==> src/rtl/kme_fifo_rr_arb.sv <==
// Round-robin, packet-locking arbiter that shares one credit-managed FIFO write port among NUM_REQ requesters.
// Optional protocol/credit checking is built only when KME_FIFO_ARB_CHECK_EN is defined.
module kme_fifo_rr_arb #(
  parameter int NUM_REQ    = 4,
  parameter int DATA_SIZE  = 256,
  parameter int FIFO_DEPTH = 4
) (
  input  logic                           clk,
  input  logic                           rst_n,
  input  logic [NUM_REQ-1:0]             req_valid,
  input  logic [NUM_REQ*DATA_SIZE-1:0]   req_data,
  input  logic [NUM_REQ-1:0]             req_last,
  output logic [NUM_REQ-1:0]             req_ack,
  output logic [DATA_SIZE-1:0]           fifo_in,
  output logic                           fifo_in_valid,
  input  logic                           fifo_pop,
  output logic [$clog2(NUM_REQ)-1:0]     grant_id,
  output logic                           locked,
  output logic                           credit_err
);

  localparam int IW = $clog2(NUM_REQ);
  localparam int CW = $clog2(FIFO_DEPTH + 1);
  localparam logic [CW-1:0] CRED_MAX = CW'(FIFO_DEPTH);

  localparam logic [0:0] IDLE   = 1'b0;
  localparam logic [0:0] LOCKED = 1'b1;

  logic [0:0]           state;
  logic [IW-1:0]        rr_ptr;
  logic [CW-1:0]        credits;

  logic                 has_credit;
  logic                 win_vld;
  logic [IW-1:0]        win_idx;
  logic [IW-1:0]        acc_idx;
  logic                 accept;
  logic                 acc_last;
  logic [DATA_SIZE-1:0] acc_data;

  // Index k positions after base, wrapped modulo NUM_REQ.
  function automatic logic [IW-1:0] rr_idx(input logic [IW-1:0] base, input int k);
    int s;
    s = int'(base) + k;
    if (s >= NUM_REQ) s = s - NUM_REQ;
    return IW'(s);
  endfunction

  // A pop at full credit is a downstream protocol error; the count saturates rather than wrapping.
  function automatic logic [CW-1:0] credit_next(input logic [CW-1:0] c, input logic acc,
                                                input logic pop);
    logic [CW-1:0] n;
    n = c;
    if (acc && !pop) n = c - 1'b1;
    else if (!acc && pop && (c != CRED_MAX)) n = c + 1'b1;
    return n;
  endfunction

  assign has_credit = (credits != '0);
  assign locked     = (state == LOCKED);

  // Scan from the highest offset down so the requester closest to rr_ptr wins.
  always_comb begin
    win_vld = 1'b0;
    win_idx = rr_ptr;
    for (int k = NUM_REQ - 1; k >= 0; k--) begin
      if (req_valid[rr_idx(rr_ptr, k)]) begin
        win_vld = 1'b1;
        win_idx = rr_idx(rr_ptr, k);
      end
    end
  end

  // Acks are forced low while reset is asserted so every output reads 0 during reset.
  always_comb begin
    acc_idx  = (state == LOCKED) ? grant_id : win_idx;
    accept   = rst_n && has_credit && ((state == IDLE) ? win_vld : req_valid[grant_id]);
    acc_last = req_last[acc_idx];
    acc_data = '0;
    req_ack  = '0;
    for (int i = 0; i < NUM_REQ; i++) begin
      if (acc_idx == IW'(i)) begin
        acc_data   = req_data[i*DATA_SIZE +: DATA_SIZE];
        req_ack[i] = accept;
      end
    end
  end

  // ---- stage p0 -> registered FIFO write, credit and arbitration state ----
  always_ff @(posedge clk or negedge rst_n) begin
    if (!rst_n) begin
      state         <= IDLE;
      rr_ptr        <= '0;
      grant_id      <= '0;
      credits       <= CRED_MAX;
      fifo_in_valid <= 1'b0;
      fifo_in       <= '0;
    end else begin
      fifo_in_valid <= accept;
      credits       <= credit_next(credits, accept, fifo_pop);
      if (accept) begin
        fifo_in <= acc_data;
        state   <= acc_last ? IDLE : LOCKED;
      end
      if (accept && (state == IDLE)) begin
        grant_id <= win_idx;
        rr_ptr   <= rr_idx(win_idx, 1);
      end
    end
  end

`ifdef KME_FIFO_ARB_CHECK_EN
  logic [NUM_REQ-1:0]           pend_q;
  logic [NUM_REQ*DATA_SIZE-1:0] data_q;
  logic                         err_q;
  logic                         viol_pop;
  logic                         viol_hold;

  // A requester left un-acked last cycle must keep valid high and data unchanged.
  always_comb begin
    viol_pop  = fifo_pop && (credits == CRED_MAX);
    viol_hold = 1'b0;
    for (int i = 0; i < NUM_REQ; i++) begin
      if (pend_q[i] && (!req_valid[i] ||
          (req_data[i*DATA_SIZE +: DATA_SIZE] != data_q[i*DATA_SIZE +: DATA_SIZE])))
        viol_hold = 1'b1;
    end
  end

  always_ff @(posedge clk or negedge rst_n) begin
    if (!rst_n) begin
      pend_q <= '0;
      err_q  <= 1'b0;
    end else begin
      pend_q <= req_valid & ~req_ack;
      err_q  <= err_q | viol_pop | viol_hold;
    end
  end

  always_ff @(posedge clk) begin
    data_q <= req_data;
  end

  assign credit_err = err_q;

`ifndef SYNTHESIS
  always @(posedge clk) begin
    if (rst_n && (viol_pop || viol_hold))
      $display("kme_fifo_rr_arb: protocol error (pop_at_full=%0b hold_violation=%0b) at %0t",
               viol_pop, viol_hold, $time);
  end
`endif
`else
  assign credit_err = 1'b0;
`endif

endmodule
==> config.mk <==
export PLATFORM = sky130hd
export DESIGN_NAME = kme_fifo_rr_arb
export DESIGN_NICKNAME = d
export VERILOG_FILES = /design/src/rtl/kme_fifo_rr_arb.sv
export SDC_FILE = /design/constraint.sdc
export NUM_CORES = 1
export LEC_CHECK = 0
export BUFFER_PORTS_ARGS = -buffer_cell sky130_fd_sc_hd__buf_2
export CAP_MARGIN = 20
export CORE_AREA = 2 2 504 506
export DETAILED_ROUTE_END_ITERATION = 8
export DIE_AREA = 0 0 506 508
export GPL_TIMING_DRIVEN = 1
export PLACE_DENSITY = 0.3
export SYNTH_ARGS = -nofsm -noshare
export SYNTH_HDL_FRONTEND = slang
export SYNTH_SLANG_ARGS = --single-unit
==> constraint.sdc <==
create_clock -name clk -period 2.9 [get_ports clk]
set_input_delay 0.435 -clock clk [delete_from_list [all_inputs] [get_ports clk]]
set_output_delay 0.435 -clock clk [all_outputs]
set_load 0.01 [all_outputs]
## Word level (Yosys, flattened, before mapping)

Index checks and enable logic that the tools add are counted.
W data, S select, Z words.

| word-level totals | value |
|---|---|
| input port bits | 1035 |
| logic and storage cells | 82 |
| output and inout port bits | 265 |
| register bits | 265 |

| cells by class | value |
|---|---|
| $lt $le $gt $ge | 11 |
| add/subtract/negate cells | 11 |
| equality and inequality tests | 4 |
| reductions and logical operators | 11 |
| bitwise logic cells | 1 |
| multiplexer cells | 38 |

Operators with widths:

| operator | count |
|---|---|
| $mux W256 | 4 |
| $mux W2 | 10 |
| $lt A2 B3 Y1 const B | 6 |
| $mux W1 | 16 |
| $bmux W1 S2 | 6 |
| $ge A3 B3 Y1 const B | 4 |
| $sub A2 B1 Y2 const B | 5 |
| $add A2 B1 Y3 const B | 2 |
| $add A2 B2 Y3 const B | 2 |
| $logic_and A1 B1 Y1 | 6 |
| $mux W3 | 2 |
| $eq A2 B2 Y1 const B | 2 |
| $add A3 B1 Y3 const B | 1 |
| $ge A2 B3 Y1 const B | 1 |
| $ne A3 B3 Y1 const B | 1 |
| $reduce_bool A3 Y1 | 1 |
| $sub A3 B1 Y3 const B | 1 |
| $eq A2 B1 Y1 const B | 1 |
| $logic_not A1 Y1 | 2 |
| $logic_not A2 Y1 | 1 |
| $reduce_bool A2 Y1 | 1 |
| $not A1 Y1 | 1 |

## Depth between registers and ports, before layout

| depth | value |
|---|---|
| word-level depth | 16 |
| mapped depth | 10 |
| depth with buffers taken out | 8 |

## Least setup slack after synthesis

No wires, ideal clock.

| timing path | value |
|---|---|
| path type | input port to output port |
| start | input req_valid[3] |
| end | output req_ack[0] |
| data required time | 2.465 ns |
| stages on the path | 7 |
| path slack | 0.494 ns |
| path buffers | 4 |
| arrival time | 1.971 ns |
| cells stage by stage | buf_2 -> or4_1 -> o221ai_1 -> buf_2 -> buf_2 -> buf_2 -> nor3_1 |

| between the ends | value |
|---|---|
| longest elaborated chain between the ends | 9 |
| elaborated cells between the ends (all ways) | 23 |
| classes of those cells | mux (21); reduce/logical (2) |

Ends and longest elaborated chain:

| item | line | RTL |
|---|---|---|
| from (decl) | 10 | `input logic [NUM_REQ-1:0] req_valid,` |
| $bmux W1 S2 | 67 | `if (req_valid[rr_idx(rr_ptr, k)]) begin` |
| $mux W1 (not written as such) | 67 |  |
| $mux W2 / $mux W1 (equally long branches) (4 in series) | 67 |  |
| $mux W2 / $mux W1 (equally long branches) | 76, 77 |  |
| $logic_not A2 Y1 / $logic_and A1 B1 Y1 (equally long branches) | 82, 77 |  |
| $mux W1 (*) | 82 | `if (acc_idx == IW'(i)) begin` |
| to (decl) | 13 | `output logic [NUM_REQ-1:0] req_ack,` |

Every way passes the cells marked *; elsewhere a longest branch is shown, timed or not. The select of a mux whose other input is x is not followed.

## Worst setup path in the final report

| timing path | value |
|---|---|
| start | register rr_ptr[1] |
| end | output req_ack[3] |

| between the ends | value |
|---|---|
| longest elaborated chain between the ends | 12 |
| elaborated cells between the ends (all ways) | 36 |
| classes of those cells | add/sub (7); order compare (4); eq/ne (1); mux (23); reduce/logical (1) |

Ends and longest elaborated chain:

| item | line | RTL |
|---|---|---|
| from (decl) | 30 | `logic [IW-1:0] rr_ptr;` |
| from (signal assigned) | 107 | `rr_ptr <= rr_idx(win_idx, 1);` |
| $add A2 B2 Y3 | 44 | `s = int'(base) + k;` |
| $ge A3 B3 Y1 / $sub A2 B1 Y2 (equally long branches) | 45 | `if (s >= NUM_REQ) s = s - NUM_REQ;` |
| $mux W2 | 45 |  |
| $bmux W1 S2 | 67 |  |
| $mux W1 (not written as such) | 67 |  |
| $mux W2 / $mux W1 (equally long branches) (4 in series) | 67 |  |
| $mux W2 / $mux W1 (equally long branches) | 76, 77 |  |
| $eq A2 B2 Y1 / $logic_and A1 B1 Y1 (equally long branches) | 82, 77 |  |
| $mux W1 (*) | 82 |  |

Marked as above.

==> metrics.txt <==
CP top delay family=compound AO/OA/AOI/OAI gates; Crit path largest cell delay=0.44 ns; placed cells=6,622; critical path buffer and inverter count=2; clk buf depth=3; Worst EP required=2.47 ns; Die Y=508 um; cell area after synthesis=16,100 um2; total die area=257,000 um2; Setup-failing EPs final=0; Initial Util=under 10%; average routed wire per standard cell=26.8 um; die width=approximately 510 um; initial antenna violation count=206; worst vdd ir=around 0.50 mV; CTS tree=built; hpwl dp=152,000 um; DR pass1 iterations=5; Final Slew Violations=0; leakage=13.8 nW; Rel. slew slack=29.1%; average size of a mapped cell=8.08 um2; H-tree depth=2; Peak Freq=352 MHz; FILL cells=between 20,000 and 30,000; Clk network pwr share=between 10% and 20%; GPL Wtd Cong=between 0.8 and 0.9; Multi-input gate area=8850 um2; Fin Clk Skew=0.0348 ns; Final Cycle Share=98.0%; Synth Flop Type=dfrtp_1; largest area contributor in the synthesized netlist=dfrtp_1; r2r startpoint=credits[2]; Avg Vias per Cell=~3.3; Register Area=6640 um2; P_int=17.9 mW; CP endpoint kind=output port; Worst setup SP type=register; crit-path max FO=12; number of I/O port buffers=1,298; crit-path cells=nor2b_2 -> o21ai_0 -> o21ai_2 -> a21oi_4 -> buf_12 -> nor2_4 -> buf_6; Setup TNS=0 ns; RSZ-0062 raised after global routing=yes; reg2reg end=fifo_in[38]; final core utilization=11.9%; top-count cell post-synth=nand2_1; run status=completed; DRT Wirelength=roughly 180,000 um; Final Hold Violating Endpoints=0; core area=approximately 250,000 um2; Synth Instances=roughly 2,000; first-pass GRT wire length=between 200,000 and 250,000 um; clk sinks=265; total gr overflow=0; synthesis-to-layout area growth=86.0%; number of unique standard cell types used by synthesis=46; antenna-violating nets left=0; Seq cells post-synth=265; pre-CTS setup slack=between 0.02 and 0.025 ns; worst min path class=input port to register; share of layout cells above drive strength 1=48.8%; Yosys top cell area share=41.0%; Syn Nets=about 3,000; Net Sw Frac=48.9%; Max-Cap Viols=0; DR vias=~23,000; setup slack, reg-to-reg=0.13 ns; pwr/cell area=1160 nW/um2; register area share after synthesis=between 40% and 50%; Crit. path cell count=7; pin count of the biggest net entering global routing=103; Switch Pwr=around 17 mW; Synth area leaders=dfrtp_1 41%, nand2_1 13%, o221ai_1 8.8%; Post-synth top cells=580 x nand2_1, 264 x dfrtp_1, 162 x o221ai_1; CP arrival=2.41 ns; Reg power frac=19.4%; Worst-path clk slew=0.06 ns; total power=34.9 mW; Ports=1,300; total track usage=a little over an eighth; clk root buf=clkbuf_16; Site Rows=~190; Worst-Skew Late Latency=0.66 ns; Synth Warn #=0; Logic pwr share=63.1%; slowest cell on the critical path=dfrtp_2; kind of critical path=register to output port; Critical Path End=req_ack[3]; share of flip-flops with an asynchronous set or reset=100%; Remaining DRCs=0; Post-synth EDFFs=0; R2R depth=9; number of global-route vias before repair=23,290; Worst Setup SP=rr_ptr[1]; final setup margin=0.0579 ns; worst slew pin tran=1.06 ns; Final Net Count=approximately 4,400; drt initial violations=1,348; non-filler instance count after layout=around 6,800; clock buffer count from CTS=44; min cycle time layout=2.84 ns
[metrics by stage]
step | hold slack, ns | cell area (um2)
final | 0.0925 | 30000
after global routing | 0.0559 | 30000
after CTS | 0.0000380 | 29800
after detailed placement | 0.466 | 27700
after global placement | 0.462 | 27700
after floorplan | 0.139 | 16100
[per-layer routing]
metal  global-route usage [%]  up-vias  wire length [um]
li1                         -    10004                 -
met1                     14.0    10770             64100
met2                     24.9     1390             92900
met3                     4.81      427             16800
met4                     3.89       92              6830
met5                        0        -               599
[cell usage in the layout, fill, tap and decap left out, types with 3 or more instances in the layout]
cell | synthesis | layout
a221o_1 | 44 | 44
dlygate4sd3_1 | 0 | 7
clkbuf_1 | 113 | 5
o21ai_0 | 74 | 73
buf_2 | 64 | 1295
a22oi_1 | 51 | 51
buf_6 | 0 | 5
inv_1 | 7 | 6
diode_2 | 0 | 35
o21ai_1 | 95 | 95
clkbuf_8 | 0 | 15
a21oi_1 | 157 | 153
dfrtp_2 | 0 | 4
o31ai_1 | 3 | 3
buf_12 | 0 | 36
dfrtp_1 | 264 | 260
nor2_1 | 64 | 60
a31oi_1 | 3 | 3
buf_4 | 2 | 139
nor2_4 | 0 | 4
mux2_2 | 53 | 53
clkinv_2 | 0 | 3
and3_1 | 161 | 161
nand2_1 | 580 | 579
nand2b_1 | 4 | 4
bufbuf_16 | 0 | 3
clkbuf_16 | 0 | 47
bufinv_16 | 0 | 5
o221ai_1 | 162 | 161
buf_16 | 0 | 3
o22a_1 | 44 | 44
[logic make-up after synthesis]
family | Yosys count | synth area share, %
AOI/OAI and AO/OA | 645 | 27.5
xor gates and xnor gates | 1 | 0.0543
adders and majority gates | 1 | 0.124
buffers and inverters | 203 | 5.27
DFF | 265 | 41.1
muxes | 56 | 3.96
other | 1 | 0.0233
and+or+nand+nor | 825 | 22.0
[layout make-up]
| type | count | share of cell area (%) |
|---|---|---|
| clock buffer | 66 | 4.59 |
| timing repair buffer | 1490 | 28.6 |
| sequential | 265 | 22.1 |
| multi-input combinational | 1529 | 29.5 |
| inverter | 8 | 0.125 |
| antenna | 35 | 0.292 |
| clock inverter | 13 | 0.713 |
| tap | 3366 | 14.0 |
[power groups by stage]
stage                     Clock, mW  Combinational (mW)  Sequential (mW)
after floorplan                   0                9.50             7.47
final                          6.09                22.1             6.79
after global placement            0                21.7             6.81
after detailed placement          0                21.7             6.84
after global routing           6.50                23.9             7.03
after CTS                      6.42                22.6             6.80
[repair_timing]
item / CTS / global route
resized for setup: 38 / 9
hold buffers: 7 / 0
gates cloned: 3 / 1
setup buffers: 22 / 4
pin swaps: 9 / 3
hold endpoints to repair: 11 / 0
setup endpoints to repair: 4 / 7
[registers in the layout, indices dropped and copies added, names as in the netlist]
signal	count
credits	3
fifo_in	256
fifo_in_valid	1
grant_id	2
locked	1
rr_ptr	2
[worst reg2reg max path: cells and delay by family, from the launching register on]
family          cells  cell delay [ns]
flops               1             0.57
compound gates      4             0.81
buf+inv             5             1.30
[how the worst min path moves through the flow]
| stage | endpoint | startpoint | cells after the start |
|---|---|---|---|
| 3_3_place_gp | fifo_in[188] | fifo_in[188] | 2 |
| 5_1_grt | fifo_in[33] | req_data[289] | 3 |
| 6_report | fifo_in[160] | req_data[416] | 3 |
| 3_5_place_dp | fifo_in[209] | fifo_in[209] | 2 |
| 4_1_cts | fifo_in[160] | req_data[416] | 3 |
| 2_1_floorplan | credits[0] | rst_n | 0 |
Power figures use the tool's default switching activity.
